[src/rtl/uart_msg_pkg.sv]
// Shared types and constants for the UART message packer: FSM encoding,
// ASCII code points and word geometry.
package uart_msg_pkg;

    localparam int unsigned NUM_CHARS_DEFAULT = 8;
    localparam int unsigned CHAR_W            = 8;
    localparam int unsigned NIB_W             = 4;
    localparam int unsigned VAL_W             = 32;
    localparam int unsigned WORD_W            = NUM_CHARS_DEFAULT * CHAR_W;

    typedef enum logic [1:0] {
        ST_IDLE = 2'd0,
        ST_PACK = 2'd1,
        ST_LOAD = 2'd2,
        ST_HOLD = 2'd3
    } state_e;

    localparam logic [CHAR_W-1:0] ASCII_0  = 8'h30;
    localparam logic [CHAR_W-1:0] ASCII_A  = 8'h41;
    localparam logic [CHAR_W-1:0] ASCII_CR = 8'h0D;
    localparam logic [CHAR_W-1:0] ASCII_LF = 8'h0A;

endpackage

[src/rtl/uart_msg_packer_if.sv]
// Request/result bundle between a message source and the packer.
// The packer sits on the slave side and drives the UART-facing outputs.
interface uart_msg_packer_if;

    logic                               send_req;
    logic [uart_msg_pkg::VAL_W-1:0]     value_in;
    logic [uart_msg_pkg::WORD_W-1:0]    write_data;
    logic                               read_uart;
    logic                               busy;
    logic                               done;

    modport master (
        output send_req,
        output value_in,
        input  write_data,
        input  read_uart,
        input  busy,
        input  done
    );

    modport slave (
        input  send_req,
        input  value_in,
        output write_data,
        output read_uart,
        output busy,
        output done
    );

endinterface

[src/rtl/hex_to_ascii.sv]
// Combinational nibble to uppercase ASCII hex digit ('0'-'9', 'A'-'F').
module hex_to_ascii
    import uart_msg_pkg::*;
(
    input  logic [NIB_W-1:0]  i_nibble,
    output logic [CHAR_W-1:0] o_ascii_c
);

    always_comb begin
        o_ascii_c = ASCII_0;
        if (i_nibble < 4'd10) begin
            o_ascii_c = ASCII_0 + CHAR_W'(i_nibble);
        end else begin
            o_ascii_c = ASCII_A + CHAR_W'(i_nibble - 4'd10);
        end
    end

endmodule

[src/rtl/uart_msg_packer.sv]
// Packs a 32-bit value into an 8-char ASCII hex word, pulses read_uart to load
// the UART Tx FIFO, then stays busy for a drain gap. Optional UART_MSG_PACKER_CRLF_EN
// replaces the two top hex digits with a trailing CR/LF.
module uart_msg_packer
    import uart_msg_pkg::*;
#(
    parameter int unsigned NUM_CHARS  = NUM_CHARS_DEFAULT,
    parameter int unsigned GAP_CYCLES = 833280,
    parameter int unsigned GAP_BITS   = 20
) (
    input  logic             clk_100MHz,
    input  logic             reset,
    uart_msg_packer_if.slave bus
);

    localparam int unsigned CNT_W = $clog2(NUM_CHARS);
    localparam logic [GAP_BITS-1:0] GAP_LOAD  = GAP_BITS'(GAP_CYCLES - 1);
    localparam logic [CNT_W-1:0]    CNT_LAST  = CNT_W'(NUM_CHARS - 1);

`ifdef UART_MSG_PACKER_CRLF_EN
    // Six hex digits taken from value bits [23:0], then CR, LF.
    localparam logic [4:0]       TOP_NIB_SHIFT = 5'd20;
    localparam logic [CNT_W-1:0] CNT_CR        = CNT_W'(NUM_CHARS - 2);
`else
    localparam logic [4:0]       TOP_NIB_SHIFT = 5'd28;
`endif

    state_e              r_state;
    state_e              w_next_state;
    logic                w_accept;

    logic                r_req_q;
    logic [VAL_W-1:0]    r_val;
    logic [CNT_W-1:0]    r_char_cnt;
    logic [GAP_BITS-1:0] r_gap;
    logic [WORD_W-1:0]   r_write_data;
    logic                r_read_uart;
    logic                r_busy;
    logic                r_done;

    logic [4:0]          w_shift;
    logic [NIB_W-1:0]    w_nibble;
    logic [CHAR_W-1:0]   w_hex_char;
    logic [CHAR_W-1:0]   w_char;

    // Rising edge of the request, only honoured while idle.
    assign w_accept = (r_state == ST_IDLE) && bus.send_req && !r_req_q;

    // FSM state register.
    always_ff @(posedge clk_100MHz) begin
        if (reset) begin
            r_state <= ST_IDLE;
        end else begin
            r_state <= w_next_state;
        end
    end

    // FSM next-state logic.
    always_comb begin
        w_next_state = r_state;
        case (r_state)
            ST_IDLE: if (w_accept)                w_next_state = ST_PACK;
            ST_PACK: if (r_char_cnt == CNT_LAST)  w_next_state = ST_LOAD;
            ST_LOAD:                              w_next_state = ST_HOLD;
            ST_HOLD: if (r_gap == '0)             w_next_state = ST_IDLE;
            default:                              w_next_state = ST_IDLE;
        endcase
    end

    // Character 0 is the most significant nibble and lands in byte 0.
    assign w_shift  = TOP_NIB_SHIFT - {r_char_cnt, 2'b00};
    assign w_nibble = NIB_W'(r_val >> w_shift);

    hex_to_ascii u_hex_to_ascii (
        .i_nibble  (w_nibble),
        .o_ascii_c (w_hex_char)
    );

    always_comb begin
        w_char = w_hex_char;
`ifdef UART_MSG_PACKER_CRLF_EN
        if (r_char_cnt == CNT_R_CR_SEL(CNT_CR)) begin
            w_char = ASCII_CR;
        end else if (r_char_cnt == CNT_LAST) begin
            w_char = ASCII_LF;
        end
`endif
    end

`ifdef UART_MSG_PACKER_CRLF_EN
    function automatic logic [CNT_W-1:0] CNT_R_CR_SEL(input logic [CNT_W-1:0] c);
        return c;
    endfunction
`endif

    // Datapath, counters and registered outputs.
    always_ff @(posedge clk_100MHz) begin
        if (reset) begin
            r_req_q      <= 1'b1;
            r_val        <= '0;
            r_char_cnt   <= '0;
            r_gap        <= '0;
            r_write_data <= '0;
            r_read_uart  <= 1'b0;
            r_busy       <= 1'b0;
            r_done       <= 1'b0;
        end else begin
            r_req_q     <= bus.send_req;
            r_read_uart <= (w_next_state == ST_LOAD);
            r_busy      <= (w_next_state != ST_IDLE);
            r_done      <= (r_state == ST_HOLD) && (w_next_state == ST_IDLE);

            if (w_accept) begin
                r_val      <= bus.value_in;
                r_char_cnt <= '0;
            end

            if (r_state == ST_PACK) begin
                r_write_data[{r_char_cnt, 3'b000} +: CHAR_W] <= w_char;
                r_char_cnt <= r_char_cnt + 1'b1;
            end

            // Gap counter is armed during LOAD so HOLD lasts exactly GAP_CYCLES.
            if (r_state == ST_LOAD) begin
                r_gap <= GAP_LOAD;
            end else if ((r_state == ST_HOLD) && (r_gap != '0)) begin
                r_gap <= r_gap - 1'b1;
            end
        end
    end

    assign bus.write_data = r_write_data;
    assign bus.read_uart  = r_read_uart;
    assign bus.busy       = r_busy;
    assign bus.done       = r_done;

    // Parameter sanity; a zero gap would wrap the counter into a huge hold.
    always @(posedge clk_100MHz) begin
        if (!reset) begin
            assert (GAP_CYCLES != 0)
                else $error("uart_msg_packer: GAP_CYCLES must be nonzero");
            assert (64'(GAP_CYCLES) < (64'd1 << GAP_BITS))
                else $error("uart_msg_packer: GAP_BITS too narrow for GAP_CYCLES");
            assert (NUM_CHARS == NUM_CHARS_DEFAULT)
                else $error("uart_msg_packer: NUM_CHARS must be 8 for a 64-bit word");
        end
    end

endmodule

[src/flat_wrapper.sv]
// flat-port wrapper written by rule: the top's interface ports become plain ports
module uart_msg_packer_flat import uart_msg_pkg::*;
#(
    parameter int unsigned NUM_CHARS  = NUM_CHARS_DEFAULT,
    parameter int unsigned GAP_CYCLES = 833280,
    parameter int unsigned GAP_BITS   = 20
)
  (clk_100MHz, reset, bus_send_req, bus_value_in, bus_write_data, bus_read_uart, bus_busy, bus_done);
  uart_msg_packer_if bus_i ();
  input  logic clk_100MHz;
  input  logic reset;
  input wire logic [$bits(bus_i.send_req)-1:0] bus_send_req;
  input wire logic [$bits(bus_i.value_in)-1:0] bus_value_in;
  output wire logic [$bits(bus_i.write_data)-1:0] bus_write_data;
  output wire logic [$bits(bus_i.read_uart)-1:0] bus_read_uart;
  output wire logic [$bits(bus_i.busy)-1:0] bus_busy;
  output wire logic [$bits(bus_i.done)-1:0] bus_done;
  assign bus_i.send_req = bus_send_req;
  assign bus_i.value_in = bus_value_in;
  assign bus_write_data = bus_i.write_data;
  assign bus_read_uart = bus_i.read_uart;
  assign bus_busy = bus_i.busy;
  assign bus_done = bus_i.done;
  uart_msg_packer #(.NUM_CHARS(NUM_CHARS), .GAP_CYCLES(GAP_CYCLES), .GAP_BITS(GAP_BITS)) u_core (.clk_100MHz(clk_100MHz), .reset(reset), .bus(bus_i));
endmodule
[config.mk]
export PLATFORM = sky130hd
export DESIGN_NAME = uart_msg_packer_flat
export DESIGN_NICKNAME = d
export VERILOG_FILES = /design/src/rtl/uart_msg_pkg.sv /design/src/rtl/uart_msg_packer_if.sv /design/src/rtl/hex_to_ascii.sv /design/src/rtl/uart_msg_packer.sv /design/src/flat_wrapper.sv
export SDC_FILE = /design/constraint.sdc
export NUM_CORES = 1
export LEC_CHECK = 0
export ABC_AREA = 1
export BUFFER_PORTS_ARGS = -buffer_cell sky130_fd_sc_hd__buf_2
export CORE_ASPECT_RATIO = 1.5
export CORE_UTILIZATION = 49
export CTS_CLUSTER_DIAMETER = 50
export DETAILED_ROUTE_END_ITERATION = 8
export GPL_ROUTABILITY_DRIVEN = 0
export GPL_TIMING_DRIVEN = 1
export PLACE_DENSITY_LB_ADDON = 0.1
export SLEW_MARGIN = 20
export SYNTH_ARGS = -nofsm -noshare
export SYNTH_HDL_FRONTEND = slang
export SYNTH_HIERARCHICAL = 1
export SYNTH_SLANG_ARGS = --single-unit
export TNS_END_PERCENT = 100
[constraint.sdc]
create_clock -name clk_100MHz -period 3.55 [get_ports clk_100MHz]
set_clock_uncertainty 0.05 [all_clocks]
set_input_delay 0 -clock clk_100MHz [delete_from_list [all_inputs] [get_ports clk_100MHz]]
set_output_delay 0 -clock clk_100MHz [all_outputs]
set_load 0.02 [all_outputs]
==> key figures <==
Critical path
  – R2r startpoint: u_core/r_char_cnt[1]$_SDFFE_PP0P_
  – Reg2reg end: u_core/bus.write_data[14]$_SDFFE_PP0P_
  – Crit-path max FO: 12
  – Critical path origin: u_core/r_char_cnt[1]$_SDFFE_PP0P_
  – CP Launch Type: flip-flop
  – Path type of the worst setup path: flip-flop to flip-flop
  – Setup crit end kind: flip-flop
  – CP endpoint: u_core/bus.write_data[14]$_SDFFE_PP0P_
  – Reg2reg path depth: 14
  – Reg-to-reg slack, setup: between 0.3 and 0.4 ns
  – CP Data Required Time: approximately 3.8 ns
  – CP Data Arrival Time: roughly 3.5 ns

Routing
  – Drt pass-1 iters: 5
  – Vias per cell: about 5.1
  – Final antenna-violating net count: 0
  – Initial drt markers: 291
  – Wire per inst: roughly 14 um
  – Final wirelength: between 10 and 15 mm
  – Via count: approximately 5700
  – Residual DRC: 0

Clocking
  – Clock latency on the worst-skew pair: around 0.41 ns
  – CTS Sinks: roughly 130
  – Clk buf depth: 2
  – Total CTS buffers: 17
  – Worst-path clk slew: 0.06 ns
  – H-tree Lvls: 4
  – CTS tree: built
  – Root buffer cell: clkbuf_16
  – Setup Fix Bufs, Post-CTS: 0
  – Cts repair resizes: 0

Logic synthesis
  – Cell Area, Synth: 0.00575 mm2
  – Unique masters post-synth: 35
  – FFs w/ async S/R, synth: 0%
  – Post-synthesis xor/xnor area fraction: 1.52%
  – Simple-gate share of the synthesized area: a little over a quarter
  – Synth warn: 6
  – Main synth FF type: dfxtp_1
  – Compound-gate portion of the synthesized area: between 15 and 20%
  – Seq cells post-synth: between 100 and 150
  – Largest family of logic cells by synthesized area: simple AND/OR/NAND/NOR gates
  – Area leader, netlist: dfxtp_1
  – Syn nets: 859
  – Yosys top cell area share: a little over two fifths
  – Post-synth EDFFs: 0
  – Ranking of synthesized cells by area: dfxtp_1 (44%), nor2_1 (12%), o21ai_0 (10%)
  – Post-Synth Adder-Cell Area: ~2.6%
  – Sequential fraction of the synthesis area: a little over two fifths
  – Syn avg cell area: around 7.1 um2
  – Proportion of synthesized area in mux cells: 0%
  – Syn Inst Count: 812

Die
  – Core footprint: about 0.011 mm2
  – I/O pin count: between 100 and 150
  – Die Wd: ~90 um
  – Overall die height: between 100 and 150 um
  – Die area: 0.0122 mm2
  – # rows: 48
  – Initial core utilization: 50.1%

Final layout
  – Register Area: 0.00250 mm2
  – Most common cell after layout, fill and taps aside: nor2_1
  – Most frequent cells in the layout: nor2_1 (189), dfxtp_1 (125), o21ai_0 (118)
  – Area growth syn-to-layout: 25.9%
  – Layout Nets: 982
  – Filler instances: approximately 1100
  – Multi-input gate area: 0.00273 mm2
  – ANT cells: 0
  – Layout cell share with drive strength beyond 1: 17.6%

STA
  – RSZ-0062 raised after global routing: no
  – Max Slew Vio Count: 0
  – Final period demand of the worst path: 3.25 ns
  – Setup tns final: 0 ns
  – Final setup violation count: 0
  – Slew HR: between 30% and 40%
  – Final hold violation count: 0
  – Slew @ Worst Pin: ~0.94 ns
  – FMAX: about 310 MHz
  – Tcrit/Tclk final: slightly above 90%

Global route
  – Global-route wire length before repair: approximately 25 mm
  – Largest net degree at the start of global routing: 50
  – Initial antenna violation count: 0
  – Global route overflow: 0
  – Number of global-route vias before repair: about 5500
  – Total track usage: between 20% and 30%

Place
  – Hpwl dp: 10.3 mm
  – Port buffer count: a little over 100

Outcome
  – Status: finished, final reports clean

Power and ir drop
  – Final Power: about 3500 uW
  – VDD IR max: about 0.00035 V
  – Pwr dens: ~480 mW/mm2
  – Static Leak: ~0.0034 uW

Worst hold path
  – WHS Path Cells: 4
  – Hold path startpoint: bus_send_req
  – Hold Crit Class: primary input to flip-flop

Run
  – Max_cap viols: 0
## worst min-delay path by stage
stage,to
finish,u_core/r_req_q$_SDFF_PP1_
global route,u_core/r_req_q$_SDFF_PP1_
CTS,u_core/r_req_q$_SDFF_PP1_
detailed placement,u_core/r_req_q$_SDFF_PP1_
global placement,u_core/r_req_q$_SDFF_PP1_
floorplan,u_core/r_gap[0]$_SDFFE_PP0P_
## where the power goes
part	switching, uW	leakage [uW]	internal, uW	total [uW]
Combinational	160	0.00213	103	263
Sequential	17.4	0.00101	1430	1450
Clock	642	0.000289	1100	1740
Total	820	0.00343	2640	3460
## cell type report
class | count | share of cell area (%)
Clock buffer | 17 | 5.88
Clock inverter | 15 | 2.38
Multi-Input combinational cell | 564 | 37.7
Tap cell | 150 | 2.59
Sequential cell | 125 | 34.6
Timing Repair Buffer | 142 | 12.4
Inverter | 85 | 4.44
## logic make-up (layout without fill, tap and decap cells)
logic type / after synthesis / count (layout)
XOR/XNOR: 10 / 10
flip-flops: 125 / 125
adder cells (fa/ha/maj): 12 / 12
other: 1 / 1
buffers and inverters: 123 / 259
AND/OR/NAND/NOR: 352 / 352
AO/OA/AOI/OAI: 189 / 189
## cell usage after synthesis (4+ instances only)
| library cell | instances |
|---|---|
| a21oi_1 | 55 |
| a31oi_1 | 5 |
| buf_2 | 7 |
| buf_4 | 5 |
| clkbuf_1 | 21 |
| dfxtp_1 | 125 |
| ha_1 | 12 |
| inv_1 | 78 |
| inv_2 | 5 |
| nand2_1 | 79 |
| nand2_2 | 4 |
| nand3_1 | 33 |
| nand3_2 | 4 |
| nand4_1 | 9 |
| nor2_1 | 189 |
| nor2_2 | 5 |
| nor3_1 | 23 |
| o21ai_0 | 118 |
| o22ai_1 | 5 |
| xor2_1 | 8 |
## through the flow
step | std cells | cell area, um2 | setup slack (ns) | utilization [%] | hold slack [ns]
5_1_grt | 1098 | 7240 | 0.0348 | 63.1 | 0.318
2_1_floorplan | 812 | 5750 | 0.842 | - | 0.0194
6_report | 1098 | 7240 | 0.302 | 63.1 | 0.261
3_5_place_dp | 1032 | 6300 | 0.479 | 54.9 | 0.144
3_3_place_gp | 1032 | 6300 | 0.630 | 54.9 | 0.134
4_1_cts | 1098 | 7240 | 0.380 | 63.1 | 0.259
## flip-flops by register name, indices dropped and copies added, names as in the netlist
signal and flops:
u_core/r_char_cnt 3, u_core/r_state 2, u_core/bus.write_data 64, u_core/bus.busy 1
u_core/bus.read_uart 1, u_core/bus.done 1, u_core/r_req_q 1, u_core/r_gap 20
u_core/r_val 32
## layer usage
layer / vias to the layer above / share of wire (%) / GRT usage (%)
met5: - / 0 / 0
met4: 0 / 1.5 / 9.41
met3: 21 / 3.5 / 4.84
met2: 131 / 53 / 47.2
met1: 2620 / 42 / 28.8
li1: 2882 / - / -
## critical path: stages, from the launching register on
cell     delay, ns
dfxtp_1       0.63
o21ai_0       0.17
o22ai_1       0.18
nor2_1        0.06
a31oi_1       0.26
inv_1         0.15
ha_1          0.22
inv_1         0.06
ha_1          0.34
inv_1         0.11
a21oi_1       0.18
inv_1         0.16
nor3_1        0.30
o21ai_0       0.16
a21oi_1       0.14
## what timing repair did
item                                    in CTS  in global routing
hold endpoints to repair                    45                  0
hold buffers                                34                  0
endpoints found under the setup margin       0                  0
Note: power is estimated with default switching activity, not from simulation.
